**config.mk**
```make
export PLATFORM = sky130hd
export DESIGN_NAME = cfg_write_scheduler
export DESIGN_NICKNAME = d
export VERILOG_FILES = /design/src/rtl/cfg_pkg.sv /design/src/rtl/cfg_fifo.sv /design/src/rtl/cfg_write_scheduler.sv
export SDC_FILE = /design/constraint.sdc
export NUM_CORES = 1
export LEC_CHECK = 0
export CORE_MARGIN = 4
export CORE_UTILIZATION = 30
export DETAILED_ROUTE_END_ITERATION = 8
export GPL_ROUTABILITY_DRIVEN = 1
export PLACE_DENSITY = 0.55
export RECOVER_POWER = 50
export SETUP_SLACK_MARGIN = 0.4
export SYNTH_ARGS = -nofsm -noshare
export SYNTH_HDL_FRONTEND = slang
export SYNTH_HIERARCHICAL = 1
export SYNTH_SLANG_ARGS = --single-unit
```
**constraint.sdc**
```tcl
create_clock -name clk -period 7.8 [get_ports clk]
set_input_delay 1.56 -clock clk [delete_from_list [all_inputs] [get_ports clk]]
set_output_delay 1.56 -clock clk [all_outputs]
set_load 0.02 [all_outputs]
```
**src/rtl/cfg_pkg.sv**
```systemverilog
// cfg_pkg: register indices, idle bus byte and scheduler state encoding.
package cfg_pkg;
    localparam logic [3:0] CFG_IDX_MODE   = 4'd0;
    localparam logic [3:0] CFG_IDX_BRIGHT = 4'd1;
    localparam logic [3:0] CFG_IDX_ANIM   = 4'd4;
    localparam logic [7:0] CFG_IDLE_BYTE  = 8'hFF;
    typedef enum logic [1:0] {IDLE, ISSUE, GAP} cfg_sched_state_t;
endpackage

```
**src/rtl/cfg_fifo.sv**
```systemverilog
// cfg_fifo: small synchronous byte FIFO buffering the UART stream.
module cfg_fifo #(
    parameter int DEPTH = 4
) (
    input  logic       clk,
    input  logic       rst,
    input  logic       push,
    input  logic       pop,
    input  logic [7:0] data,
    output logic       full,
    output logic       empty,
    output logic [7:0] head
);
    localparam int AW = $clog2(DEPTH);
    logic [7:0]  r_mem [DEPTH];
    logic [AW-1:0] r_wr;
    logic [AW-1:0] r_rd;
    logic [AW:0]   r_cnt;
    // storage write; contents need no reset since r_cnt guards them
    always_ff @(posedge clk) begin
        if (push) r_mem[r_wr] <= data;
    end
    // pointers wrap naturally because DEPTH is a power of two
    always_ff @(posedge clk) begin
        if (rst) begin
            r_wr  <= '0;
            r_rd  <= '0;
            r_cnt <= '0;
        end else begin
            if (push) r_wr <= r_wr + 1'b1;
            if (pop)  r_rd <= r_rd + 1'b1;
            r_cnt <= r_cnt + (AW+1)'(push) - (AW+1)'(pop);
        end
    end
    assign full  = r_cnt == (AW+1)'(DEPTH);
    assign empty = r_cnt == '0;
    assign head  = r_mem[r_rd];
endmodule

```
**src/rtl/cfg_write_scheduler.sv**
```systemverilog
// cfg_write_scheduler: arbitrates UART and local animation writes onto the config bus.
module cfg_write_scheduler
    import cfg_pkg::*;
#(
    parameter int FIFO_DEPTH  = 4,
    parameter int AUTO_PERIOD = 50_000_000,
    parameter int NUM_ANIM    = 8
) (
    input  logic       clk,
    input  logic       rst,
    input  logic [7:0] rx_data,
    input  logic       rx_valid,
    input  logic       button_pulse,
    input  logic       auto_en,
    output logic [7:0] cfg_byte,
    output logic       cfg_strobe,
    output logic [3:0] anim_shadow,
    output logic       overflow
);
    localparam int TW = $clog2(AUTO_PERIOD);
    localparam logic [TW-1:0] TIMER_LAST = TW'(AUTO_PERIOD - 1);
    localparam logic [3:0]    ANIM_LAST  = 4'(NUM_ANIM - 1);
    cfg_sched_state_t r_state, w_state_nxt;
    logic [7:0]    r_byte;
    logic          r_strobe;
    logic          r_src_uart;
    logic          r_last_local;
    logic          r_local_pend;
    logic          r_overflow;
    logic [3:0]    r_shadow;
    logic [TW-1:0] r_timer;
    logic          w_full;
    logic          w_empty;
    logic [7:0]    w_head;
    logic          w_grant_uart;
    logic          w_grant_local;
    logic          w_push;
    logic          w_tick;
    logic          w_override;
    logic [3:0]    w_anim_next;
    cfg_fifo #(.DEPTH(FIFO_DEPTH)) u_fifo (
        .clk   (clk),
        .rst   (rst),
        .push  (w_push),
        .pop   (w_grant_uart),
        .data  (rx_data),
        .full  (w_full),
        .empty (w_empty),
        .head  (w_head)
    );
    assign w_push      = rx_valid && (!w_full || w_grant_uart);
    assign w_tick      = auto_en && r_timer == TIMER_LAST;
    assign w_override  = r_strobe && r_src_uart && r_byte[7:4] == CFG_IDX_ANIM;
    assign w_anim_next = r_shadow >= ANIM_LAST ? 4'd0 : r_shadow + 4'd1;
    // next state and round-robin grant; grants only happen outside ISSUE
    always_comb begin
        w_state_nxt   = r_state;
        w_grant_uart  = 1'b0;
        w_grant_local = 1'b0;
        case (r_state)
            ISSUE: w_state_nxt = GAP;
            IDLE, GAP: begin
                w_state_nxt   = (!w_empty || r_local_pend) ? ISSUE : IDLE;
                w_grant_uart  = !w_empty && (!r_local_pend || r_last_local);
                w_grant_local = r_local_pend && !w_grant_uart;
            end
            default: w_state_nxt = IDLE;
        endcase
    end
    // state register plus the registered bus byte for the following ISSUE cycle
    always_ff @(posedge clk) begin
        if (rst) begin
            r_state      <= IDLE;
            r_byte       <= CFG_IDLE_BYTE;
            r_strobe     <= 1'b0;
            r_src_uart   <= 1'b0;
            r_last_local <= 1'b1;
        end else begin
            r_state  <= w_state_nxt;
            r_byte   <= w_grant_uart ? w_head : w_grant_local ? {CFG_IDX_ANIM, w_anim_next} : CFG_IDLE_BYTE;
            r_strobe <= w_grant_uart || w_grant_local;
            if (w_grant_uart || w_grant_local) begin
                r_src_uart   <= w_grant_uart;
                r_last_local <= w_grant_local;
            end
        end
    end
    // local request flag, auto timer, sticky overflow and animation shadow
    always_ff @(posedge clk) begin
        if (rst) begin
            r_local_pend <= 1'b0;
            r_timer      <= '0;
            r_overflow   <= 1'b0;
            r_shadow     <= 4'd0;
        end else begin
            r_local_pend <= button_pulse || w_tick || (r_local_pend && !w_grant_local);
            r_timer      <= (!auto_en || w_override || w_tick) ? '0 : r_timer + 1'b1;
            r_overflow   <= r_overflow || (rx_valid && !w_push);
            if (r_strobe && r_byte[7:4] == CFG_IDX_ANIM) r_shadow <= r_byte[3:0];
        end
    end
    assign cfg_byte    = r_byte;
    assign cfg_strobe  = r_strobe;
    assign anim_shadow = r_shadow;
    assign overflow    = r_overflow;
endmodule
```
**Word level (Yosys, flattened, before mapping)**

Memories as Yosys holds them, arrays and structs flattened. A register that Yosys moved wholly into a read port is not among the register bits.
Cells that the tools add are included.
W data, S select, Z words.

- $add $sub $neg: 6
- $lt $le $gt $ge: 1
- Equal/unequal tests: 5
- Mux-type cells: 11
- Reductions and logical operators: 29

Operators with widths:

| kind | number |
|---|---|
| $add A26 B1 Y26 const B | 1 |
| $eq A26 B26 Y1 const B | 1 |
| $mux W8 | 2 |
| $logic_and A1 B1 Y1 | 9 |
| $logic_or A1 B1 Y1 | 9 |
| $logic_not A1 Y1 | 7 |
| $mux W1 | 5 |
| $add A2 B1 Y2 const B | 2 |
| $add A4 B1 Y4 const B | 1 |
| $eq A4 B3 Y1 const B | 1 |
| $ge A4 B3 Y1 const B | 1 |
| $mux W2 | 2 |
| $mux W4 | 1 |
| $pmux W2 S2 | 1 |
| $reduce_or A2 Y1 | 2 |
| $add A3 B1 Y3 | 1 |
| $eq A3 B3 Y1 const B | 1 |
| $logic_not A3 Y1 | 1 |
| $sub A3 B1 Y3 | 1 |
| $eq A2 B1 Y1 const B | 1 |
| $eq A2 B2 Y1 const B | 1 |
| $logic_not A2 Y1 | 1 |

- Flip-flop bits (word level): 52
- RAM bits: 32
- Input bits: 13
- Output and inout port bits: 14
- Logic and storage cells: 65
- Memories kept: 1

Memories:

| name | words | width | rd ports | clocked after Yosys merged registers in | wr ports | RTL line | RTL |
|---|---|---|---|---|---|---|---|
| u_fifo.r_mem | 4 | 8 | 1 | 1 | 1 | cfg_fifo.sv:15 | `logic [7:0] r_mem [DEPTH];` |

**Longest topological paths before layout**

- Depth in word-level cells: 9
- Depth in mapped cells: 10
- Gate-level depth less buffers: 10

**Hierarchy**

The synthesis kept the hierarchy.

By module, submodules not included:

| module | times used | cells each | area each (µm²) |
|---|---|---|---|
| cfg_write_scheduler | 1 | 215 | 1976.9 |
| cfg_fifo | 1 | 84 | 1596.5 |

**Least setup slack after synthesis**

Ideal clock, no wire load.

- Path kind: input port to flip-flop
- Start point: in rx_valid
- End point: reg u_fifo.r_cnt[1]
- Setup time: 0.114 ns
- Arrival: 2.818 ns
- Path slack: 4.868 ns
- Cell stages on the path: 4
- Path buffers: 0
- Cell sequence: a21boi_0 ha_1 fa_1 nor2b_1

- Cells in the longest elaborated chain, start to end: 3

RTL lines:

| item | RTL line | RTL |
|---|---|---|
| start, declared | cfg_write_scheduler.sv:12 | `input logic rx_valid,` |
| $logic_and A1 B1 Y1 | cfg_write_scheduler.sv:51 | `assign w_push = rx_valid && (!w_full \|\| w_grant_uart);` |
| $add A3 B1 Y3 | cfg_fifo.sv:32 | `r_cnt <= r_cnt + (AW+1)'(push) - (AW+1)'(pop);` |
| $sub A3 B1 Y3 | cfg_fifo.sv:32 |  |
| end signal, assigned | cfg_fifo.sv:32 |  |
| end, declared | cfg_fifo.sv:18 | `logic [AW:0] r_cnt;` |

Every way passes these cells.
A chain may end at the register's enable or synchronous reset.

**Worst setup path in the final report**

- Start point: in rst
- End point: reg r_timer[16]

- Cells in the longest elaborated chain, start to end: 1

RTL lines:

| item | RTL line | RTL |
|---|---|---|
| start, declared | cfg_write_scheduler.sv:10 | `input logic rst,` |
| $reduce_or A2 Y1 (no source line) | n/a |  |
| end signal, assigned | cfg_write_scheduler.sv:97 | `r_timer <= (!auto_en \|\| w_override \|\| w_tick) ? '0 : r_timer + 1'b1;` |
| end, declared | cfg_write_scheduler.sv:31 | `logic [TW-1:0] r_timer;` |

Every way passes these cells.

==> metrics.yaml <==
outcome:
  status: "completed"
layout:
  final_core_util_pct: 37.09
  layout-drive-gt1-share_pct: 11.21
  stdcell_area_um2: 4272
  fin_nets: 347
  diodes: 0
  area_growth_pct: 19.54
worst_setup_path:
  critPathMaxFanout: 26
  start_kind: "input pin"
  criticalPathCategory: "in -> reg"
  end_kind: "flip-flop"
  required_ns: 7.97
  r2r_end: "u_fifo/r_cnt[2]"
  rr_worst_depth: 10
  r2r_slack_ns: 4.64
  worstPathArrival_ns: 3.73
  r2r_start: "u_fifo/r_cnt[2]"
global_routing:
  met2_usage_pct: 17.76
  grt_pass1_wl_mm: 11.23
  globalRouteTotalUtil_pct: 10.69
  grt_max_degree: 27
  use_met1_pct: 13.11
  grt_overflow: 0
  grt.busiest_layer: "met2"
  grt_pass1_vias: 2293
  antenna_found_initial: 0
  met3_usage_pct: 3.290
route:
  vias: 2342
  ant_nets: 0
  wl_per_cell_um: 14.26
  first_pass_iters: 6
  drc: 0
  drt_iter0_markers: 121
  wl_mm: 6.744
  post_drt_via_cell_ratio: 4.951
timing:
  worst_hold_slack_ns: 0.4625
  fin_crit_ns: 3.560
  rsz0062_at_grt: "false"
  setup_viol: 0
  fin_worst_skew_ns: 0.008749
  slew_viol_final: 0
  fin_crit_sh_pct: 45.65
  slew_headroom_pct: 35.25
  tightest_slew_ns: 0.9712
  finalHoldViolations: 0
  fin_setup_tns_ns: 0
  max_freq_mhz: 280.9
yosys:
  yosys_warnings: 6
  syn_avg_cell_area_um2: 11.95
  synth_area_leaders: "dfxtp_1 30%, edfxtp_1 27%, mux4_2 5.0%"
  ys_seq_area_share_pct: 56.58
  synth_nets: 321
  yosysTopAreaCell: "dfxtp_1"
  synthCells: 299
  synth_edf_count: 32
  synth_area_um2: 3573
  synth_top_area_share_pct: 29.69
  ys.flop_type: "dfxtp_1"
  async_reset_ff_share_pct: 0
  synth-seq-cells: 85
  ys_types: 53
clocking:
  clockBufferDepth: 2
  cts_root_buffer: "clkbuf_16"
  hold_buffers: 0
  cts_max_level: 3
  cts_resized: 0
  cts_tree: "yes"
  path_clk_slew_ns: 0.06
  clock_sinks: 85
  clk_latency_ns: 0.33
  post_cts_buffers: 0
  cts_made_buffers: 9
power:
  p_per_area_nw_per_um2: 294.4
  ir_drop_v: 0.0001568
  power.leakage_nw: 1.393
  power_mw: 1.257
min_path:
  whs_path_depth: 2
  min_path_type: "reg -> reg"
  hp-start: "r_src_uart"
  hold_end: "r_src_uart"
placement:
  place_area_um2: 3958
  gp_congestion: 0.7249
  portBuffers: 26
  dp_hpwl_mm: 4.652
die:
  core_region_area_um2: 11520
  start_util_pct: 31.03
  io_pins: 27
  die_w_um: 117.1
  die-area_um2: 13720
  std_cell_rows: 39
  fp.dieH_um: 117.1
flow_run:
  maxCapViolCount: 0
==> critical path, cell delays in order <==
cell	delay (ns)
dlygate4sd3_1	0.52
clkbuf_1	0.66
a211o_1	0.83
nor3_1	0.15
==> logic make-up (layout without fill, tap and decap cells) <==
family | Yosys count | count (layout) | synth area share, %
and+or+nand+nor | 103 | 103 | 16.39
DFF | 85 | 85 | 56.58
AOI/OAI and AO/OA | 40 | 40 | 8.369
buffers and inverters | 30 | 61 | 3.746
xor gates and xnor gates | 18 | 18 | 4.832
muxes | 14 | 14 | 6.723
adders and majority gates | 9 | 9 | 3.361
==> where the power goes <==
group | internal [mW] | total (mW) | switching, mW
logic | 0.117 | 0.248 | 0.131
clock network | 0.287 | 0.449 | 0.161
registers | 0.520 | 0.561 | 0.0401
==> sequential cells by signal, indices dropped and copies added (netlist names), named ones only <==
name / flops
anim_shadow: 4
cfg_byte: 8
cfg_strobe: 1
overflow: 1
r_last_local: 1
r_local_pend: 1
r_src_uart: 1
r_state: 1
r_timer: 26
u_fifo/r_cnt: 3
u_fifo/r_mem: 32
u_fifo/r_rd: 2
u_fifo/r_wr: 2
==> cell usage in the layout, fill, tap and decap left out, drive strengths merged, types with 2 or more instances in the layout <==
master         Yosys  final
dfxtp             53     53
edfxtp            32     32
dlygate4sd3        0     20
nor2              19     19
nor3              18     18
inv               17     17
nand2             15     15
a211oi            14     14
xnor2             12     12
clkbuf             5     12
nand4             10     10
nand3              8      8
ha                 8      8
mux4               8      8
or4                8      8
o31ai              7      7
mux2i              6      6
clkdlybuf4s50      0      6
o21ai              6      6
xor2               5      5
a21oi              4      4
and2               4      4
nor4               4      4
clkinv             0      3
and3               3      3
or3                3      3
and4               2      2
a31o               2      2
nor3b              2      2
bufinv             0      2
nor2b              2      2
==> worst max-delay path by stage <==
stage | startpoint | endpoint | slack, ns | depth (start not counted)
floorplan | rx_valid | u_fifo/r_cnt[1] | 4.87 | 4
global placement | rx_valid | u_fifo/r_cnt[1] | 4.23 | 5
detailed placement | rx_valid | u_fifo/r_cnt[1] | 4.16 | 5
CTS | rx_valid | u_fifo/r_cnt[1] | 4.53 | 5
global route | rst | r_timer[14] | 4.03 | 4
finish | rst | r_timer[16] | 4.24 | 4
==> Yosys cell counts (3+ instances only) <==
master	n
edfxtp_1	32
mux2i_1	6
and2_1	4
nand3_1	8
nor2_1	19
a211oi_2	3
or4_1	7
nor4_1	3
nand2_1	15
buf_2	4
nor3_1	17
a211oi_1	11
nand4_1	9
inv_1	17
a21oi_1	4
ha_1	8
mux4_2	8
o31ai_1	7
xor2_1	5
dfxtp_1	53
clkbuf_1	4
xnor2_1	12
o21ai_0	5
==> routing by layer <==
layer / part of all wire [%] / vias up / routed length (um)
li1: - / 1160 / -
met1: 46 / 1140 / 3104
met2: 49 / 34 / 3319
met3: 3.6 / 8 / 241
met4: 1.2 / 0 / 78
met5: 0 / - / 0
==> area by class of cell <==
type | instances | area [um^2]
clock inverter | 5 | 75.07
sequential | 85 | 2022
timing repair buffer | 28 | 271.5
clock buffer | 11 | 242.7
inverter | 17 | 63.81
multi-input combinational | 184 | 1418
tap | 143 | 178.9
fill | 1124 | 7244
==> through the flow <==
stage	instances	worst slack (ns)
after detailed placement	457	4.156
final	473	4.240
after global placement	457	4.230
after floorplan	299	4.868
after global routing	473	4.029
after CTS	473	4.534
No activity file was read; power rests on OpenSTA's default activity.
==> edit 1: new RTL, same settings <==
Register the output `cfg_byte` once more, with the module's reset; this adds one clock of latency there. The other outputs are not delayed to match.
--- a/src/rtl/cfg_write_scheduler.sv
+++ b/src/rtl/cfg_write_scheduler.sv
@@ -99,7 +99,13 @@
             if (r_strobe && r_byte[7:4] == CFG_IDX_ANIM) r_shadow <= r_byte[3:0];
         end
     end
-    assign cfg_byte    = r_byte;
+    always_ff @(posedge clk) begin
+        if (rst) begin
+            cfg_byte <= '0;
+        end else begin
+            cfg_byte <= r_byte;
+        end
+    end
     assign cfg_strobe  = r_strobe;
     assign anim_shadow = r_shadow;
     assign overflow    = r_overflow;
Check against the original RTL: not equivalent (Yosys sat finds a counterexample within 4 cycles, from zero or initial values and one cycle with rst high).
==> edit 1 against the unedited design <==
  * Setup slack worse by 0.16 ns
  * Largest cell class unchanged
  * Total power rose by 2.3%
  * Routed wire length rose by 2.6%
  * Area after synthesis grew 6.1%
  * Cell area increased by 5.2%
  * Count of clock-buffer cells in the layout down 2
  * Sequential share of layout area up 1.2 points
  * Sequential cell count is 8 higher
  * Highest routed layer unchanged
==> edit 1: results (changes against the unedited design) <==
Outcome
  – Status: finished clean

Route
  – Initial DRC count: 217 (+79%)
  – Via count: 2,429 (+3.7%)
  – Drt first pass iters: 4 (-2)

Timing
  – Slew HR: 21.45% (-14 points)
  – Tightest hold margin: 0.4570 ns (-0.005567 ns)
  – Clk_skew: 0.008597 ns (-0.0001520 ns)

Worst setup path
  – CP endpoint: r_timer[2]
  – Slowest CP cell: clkbuf_1
  – Max stage delay on crit path: 0.86 ns (+0.03 ns)
  – R2R Path Start: u_fifo/r_cnt[1]
  – Crit-path max FO: 27 (+3.8%)
  – WP data arrival: 3.91 ns (+0.18 ns)

GRT
  – Number of global-route vias before repair: 2,340 (+2.0%)
  – First-pass GRT wire length: 11.54 mm (+2.8%)
  – Tot GR Track Use: 10.18% (-0.51 points)
  – Largest net degree at the start of global routing: 28 (+3.7%)

Place
  – Hpwl dp: 4.869 mm (+4.7%)
  – Placed instance count: 504 (+10%)

Pwr
  – Leak pwr: 1.535 nW (+10%)
  – Clk pwr share: 33.8% (-1.9 points)
  – Worst vdd rail ir drop: 0.0001257 V (-20%)
  – Switch Pwr: 0.3696 mW (+11%)

Synth
  – Synth unique cells: 48 (-9.4%)
  – Top post-synthesis cells by area: dfxtp_1, edfxtp_1, mux4_2
  – Syn_nets: 342 (+6.5%)
  – Post-synthesis sequential area ratio: 57.54% (+0.96 points)
  – Largest family of logic cells by synthesized area: simple AND/OR/NAND/NOR gates
  – Synth Area in XOR/XNOR: 4.784% (-0.048 points)
  – Commonest cells post-synth: dfxtp_1, edfxtp_1, nor2_1
  – Adder-cell share of the synthesized area: 3.167% (-0.19 points)
  – Mux cell area share after synthesis: 6.335% (-0.39 points)
  – Mean Syn Cell Area: 11.85 um^2 (-0.84%)

Final layout
  – Multi-input combinational gate total: 203 (+10%)
  – Seq area share: 48.58% (+1.2 points)
  – Signal buffers: 27 (-3.6%)
  – Fraction of area in non-clock buffers: 5.877% (-0.48 points)
  – Sequential cell count: 93 (+9.4%)
  – Layout cells sized above 1: 8.523% (-2.7 points)
  – NumNets Final: 369 (+6.3%)
  – Inverters: 13 (-4)
  – Area of the multi-input gates: 1485 um^2 (+4.8%)
  – Final Instance Count excl. Fillers: 520 (+9.9%)
## edit 1: cell count changes after synthesis, moves of 4 or more
cell / unedited run / this run
xor2_1: 5 / 10
dfxtp_1: 53 / 61
nor3_1: 17 / 3
or3_1: 2 / 6
and3_1: 2 / 6
inv_1: 17 / 13
nor2b_1: 2 / 10
a21oi_1: 4 / 13
xnor2_1: 12 / 8
nor2_1: 19 / 32
buf_2: 4 / 0
and4_1: 2 / 6
a211oi_1: 11 / 4
## edit 1: tightest hold or removal path, cell delays in order (launching register included)
cell     delay (ns)
dfxtp_1        0.31
nand2_1        0.05
a21oi_1        0.05
## edit 1: metrics by stage
stage	cell area, um^2	setup WS, ns	power, mW
finish	4492	4.075	1.286
global route	4492	3.793	1.360
CTS	4496	4.582	1.314
detailed placement	4194	4.203	0.8721
global placement	4194	4.219	0.8667
floorplan	3792	4.868	0.7931
## edit 1: per-layer routing
layer / track usage (%) / wire length (um)
met2: 15.86 / 3218
met4: 4.037 / 120
met3: 3.601 / 278
met1: 12.93 / 3302
met5: 0 / 0
==> edit 2: new RTL, same flow settings <==
Without the edit above. The parameter `FIFO_DEPTH` goes from 4 to 8.
--- a/src/rtl/cfg_write_scheduler.sv
+++ b/src/rtl/cfg_write_scheduler.sv
@@ -2,7 +2,7 @@
 module cfg_write_scheduler
     import cfg_pkg::*;
 #(
-    parameter int FIFO_DEPTH  = 4,
+    parameter int FIFO_DEPTH  = 8,
     parameter int AUTO_PERIOD = 50_000_000,
     parameter int NUM_ANIM    = 8
 ) (
Behaviour: not the same (a bounded check fails within 10 cycles, from zero or initial values and one cycle with rst high).
==> edit 2 against the unedited design <==
  * Routed wire length is 52% higher
  * Cell area increased by 43%
  * Area after synthesis increased by 42%
  * Sequential cell count up 36
  * Via count rose by 32%
  * Worst hold slack got worse by 0.0049 ns
  * Total power grew 51%
  * Setup slack lost 0.45 ns
  * Critical path type unchanged
==> edit 2: results (changes against the unedited design) <==
Outcome
  – Status: finished clean

Synth
  – Ys flop type: edfxtp_1
  – Post-synthesis sequential area ratio: 60.30% (+3.7 points)
  – Post-synth EDFFs: 64 (+100%)
  – Top post-synthesis cells by area: edfxtp_1, dfxtp_1, mux4_1
  – Mean Syn Cell Area: 13.44 um^2 (+12%)
  – Syn_nets: 402 (+25%)
  – Commonest cells post-synth: edfxtp_1, dfxtp_1, nor2_1
  – Synth unique cells: 50 (-5.7%)

Place
  – Placement Cell Area: 5537 um^2 (+40%)
  – GPL Wtd Cong: 0.7770 (+7.2%)
  – Placed instance count: 610 (+33%)
  – Hpwl dp: 7.063 mm (+52%)
  – Pre-CTS setup slack: 3.336 ns (-0.8197 ns)

GRT
  – First-pass GRT wire length: 16.46 mm (+47%)
  – Number of global-route vias before repair: 3,026 (+32%)
  – Tot GR Track Use: 11.17% (+0.47 points)
  – Largest net degree at the start of global routing: 27 (unchanged)

Timing
  – Fin crit share: 51.45% (+5.8 points)
  – Least-Margin Pin Slew: 1.059 ns (+0.08735 ns)
  – Fin Setup TNS: 0 ns (unchanged)
  – Clk_skew: 0.006674 ns (-0.002076 ns)

Worst setup path
  – R2R Path Start: u_fifo/r_cnt[2]
  – Worst R2R Setup Slack: 4.38 ns (-0.26 ns)
  – CP endpoint: u_fifo/r_mem[4][2]
  – Slowest CP cell: nor3_1
  – R2r worst-path depth: 9 (-1)
  – Crit-path max FO: 8 (-69%)
  – WP data arrival: 4.05 ns (+0.32 ns)
  – CP startpoint: rx_valid
  – Max stage delay on crit path: 0.87 ns (+0.04 ns)
  – CP top delay family: simple AND/OR/NAND/NOR gates

Clock tree
  – Total CTS buffers: 17 (+8)
  – Deepest clock path buffer count: 2 (unchanged)
  – Post-cts resize count: 0 (unchanged)
  – Root buffer cell: clkbuf_16
  – CTS H-tree depth: 4 (+1)
  – Worst skew pair latency: 0.41 ns (+0.08 ns)

Route
  – Initial DRC count: 155 (+28%)
  – Vias per cell: 4.819 (-2.7%)
  – Drt first pass iters: 5 (-1)
  – Total wire length: 10.22 mm (+52%)

Hold path
  – Worst hold path class: flop to flop

Final layout
  – NumNets Final: 433 (+25%)
  – Top reg by flops: u_fifo/r_mem
  – Fillers: 1,566 (+39%)
  – Antenna Cells: 0 (unchanged)
  – Number of flip-flops in the largest register: 64 (+100%)
  – Final Instance Count excl. Fillers: 642 (+36%)
  – Area of the multi-input gates: 1843 um^2 (+30%)
  – Layout cells sized above 1: 11.85% (+0.64 points)

Pwr
  – Leak pwr: 2.006 nW (+44%)
  – Worst vdd rail ir drop: 0.0001770 V (+13%)
[edit 2: cell count changes after synthesis, sizes merged, moves of 2 or more]
cell	delta
mux4	+8
dfxtp	+4
nand2	+4
buf	+3
nor2	+11
mux2	+8
xor2	+3
nand2b	+4
ha	+2
and2	-4
edfxtp	+32
[edit 2: layout make-up]
class / instances / share of cell area (%)
clock inverters: 10 / 1.989
multi-input cells: 222 / 30.20
clock buffers: 22 / 7.442
flip-flops and latches: 121 / 50.18
well taps: 220 / 4.510
repair buffers: 29 / 4.572
inverters: 18 / 1.107
[edit 2: worst min-delay path by stage]
stage               startpoint    endpoint  slack (ns)  cells past startpoint
global placement    r_timer[0]  r_timer[0]        0.44                      1
floorplan           r_timer[0]  r_timer[0]        0.42                      1
global route          overflow    overflow        0.49                      2
detailed placement  r_src_uart  r_src_uart        0.45                      2
CTS                 r_src_uart  r_src_uart        0.46                      2
finish              r_src_uart  r_src_uart        0.46                      2
[edit 2: logic make-up after synthesis]
kind of cell	Yosys count	share of synthesized area (%)
XOR/XNOR	20	3.448
flip-flops	121	60.30
buffers and inverters	35	3.325
adder cells (fa/ha/maj)	11	2.857
multiplexers	31	11.43
AO/OA/AOI/OAI	41	5.961
AND/OR/NAND/NOR	119	12.68
[edit 2: worst reg2reg max path, delay by kind of cell, from the launching register on]
kind | cells | cell delay [ns]
and+or+nand+nor | 4 | 1.45
DFF | 1 | 0.31
buffers and inverters | 2 | 0.24
adders and majority gates | 1 | 0.19
AOI/OAI and AO/OA | 2 | 0.86
[edit 2: power breakdown]
group	switching [mW]	total [mW]	internal (mW)
combinational	0.178	0.350	0.172
sequential	0.0590	0.797	0.738
clock	0.273	0.752	0.479
[edit 2: layer usage]
layer	up-vias	track usage, %	wire length [um]
li1	1506	-	-
met1	1508	13.97	4799
met2	60	17.50	4876
met3	20	3.867	335
met4	0	5.096	211
met5	-	0	0
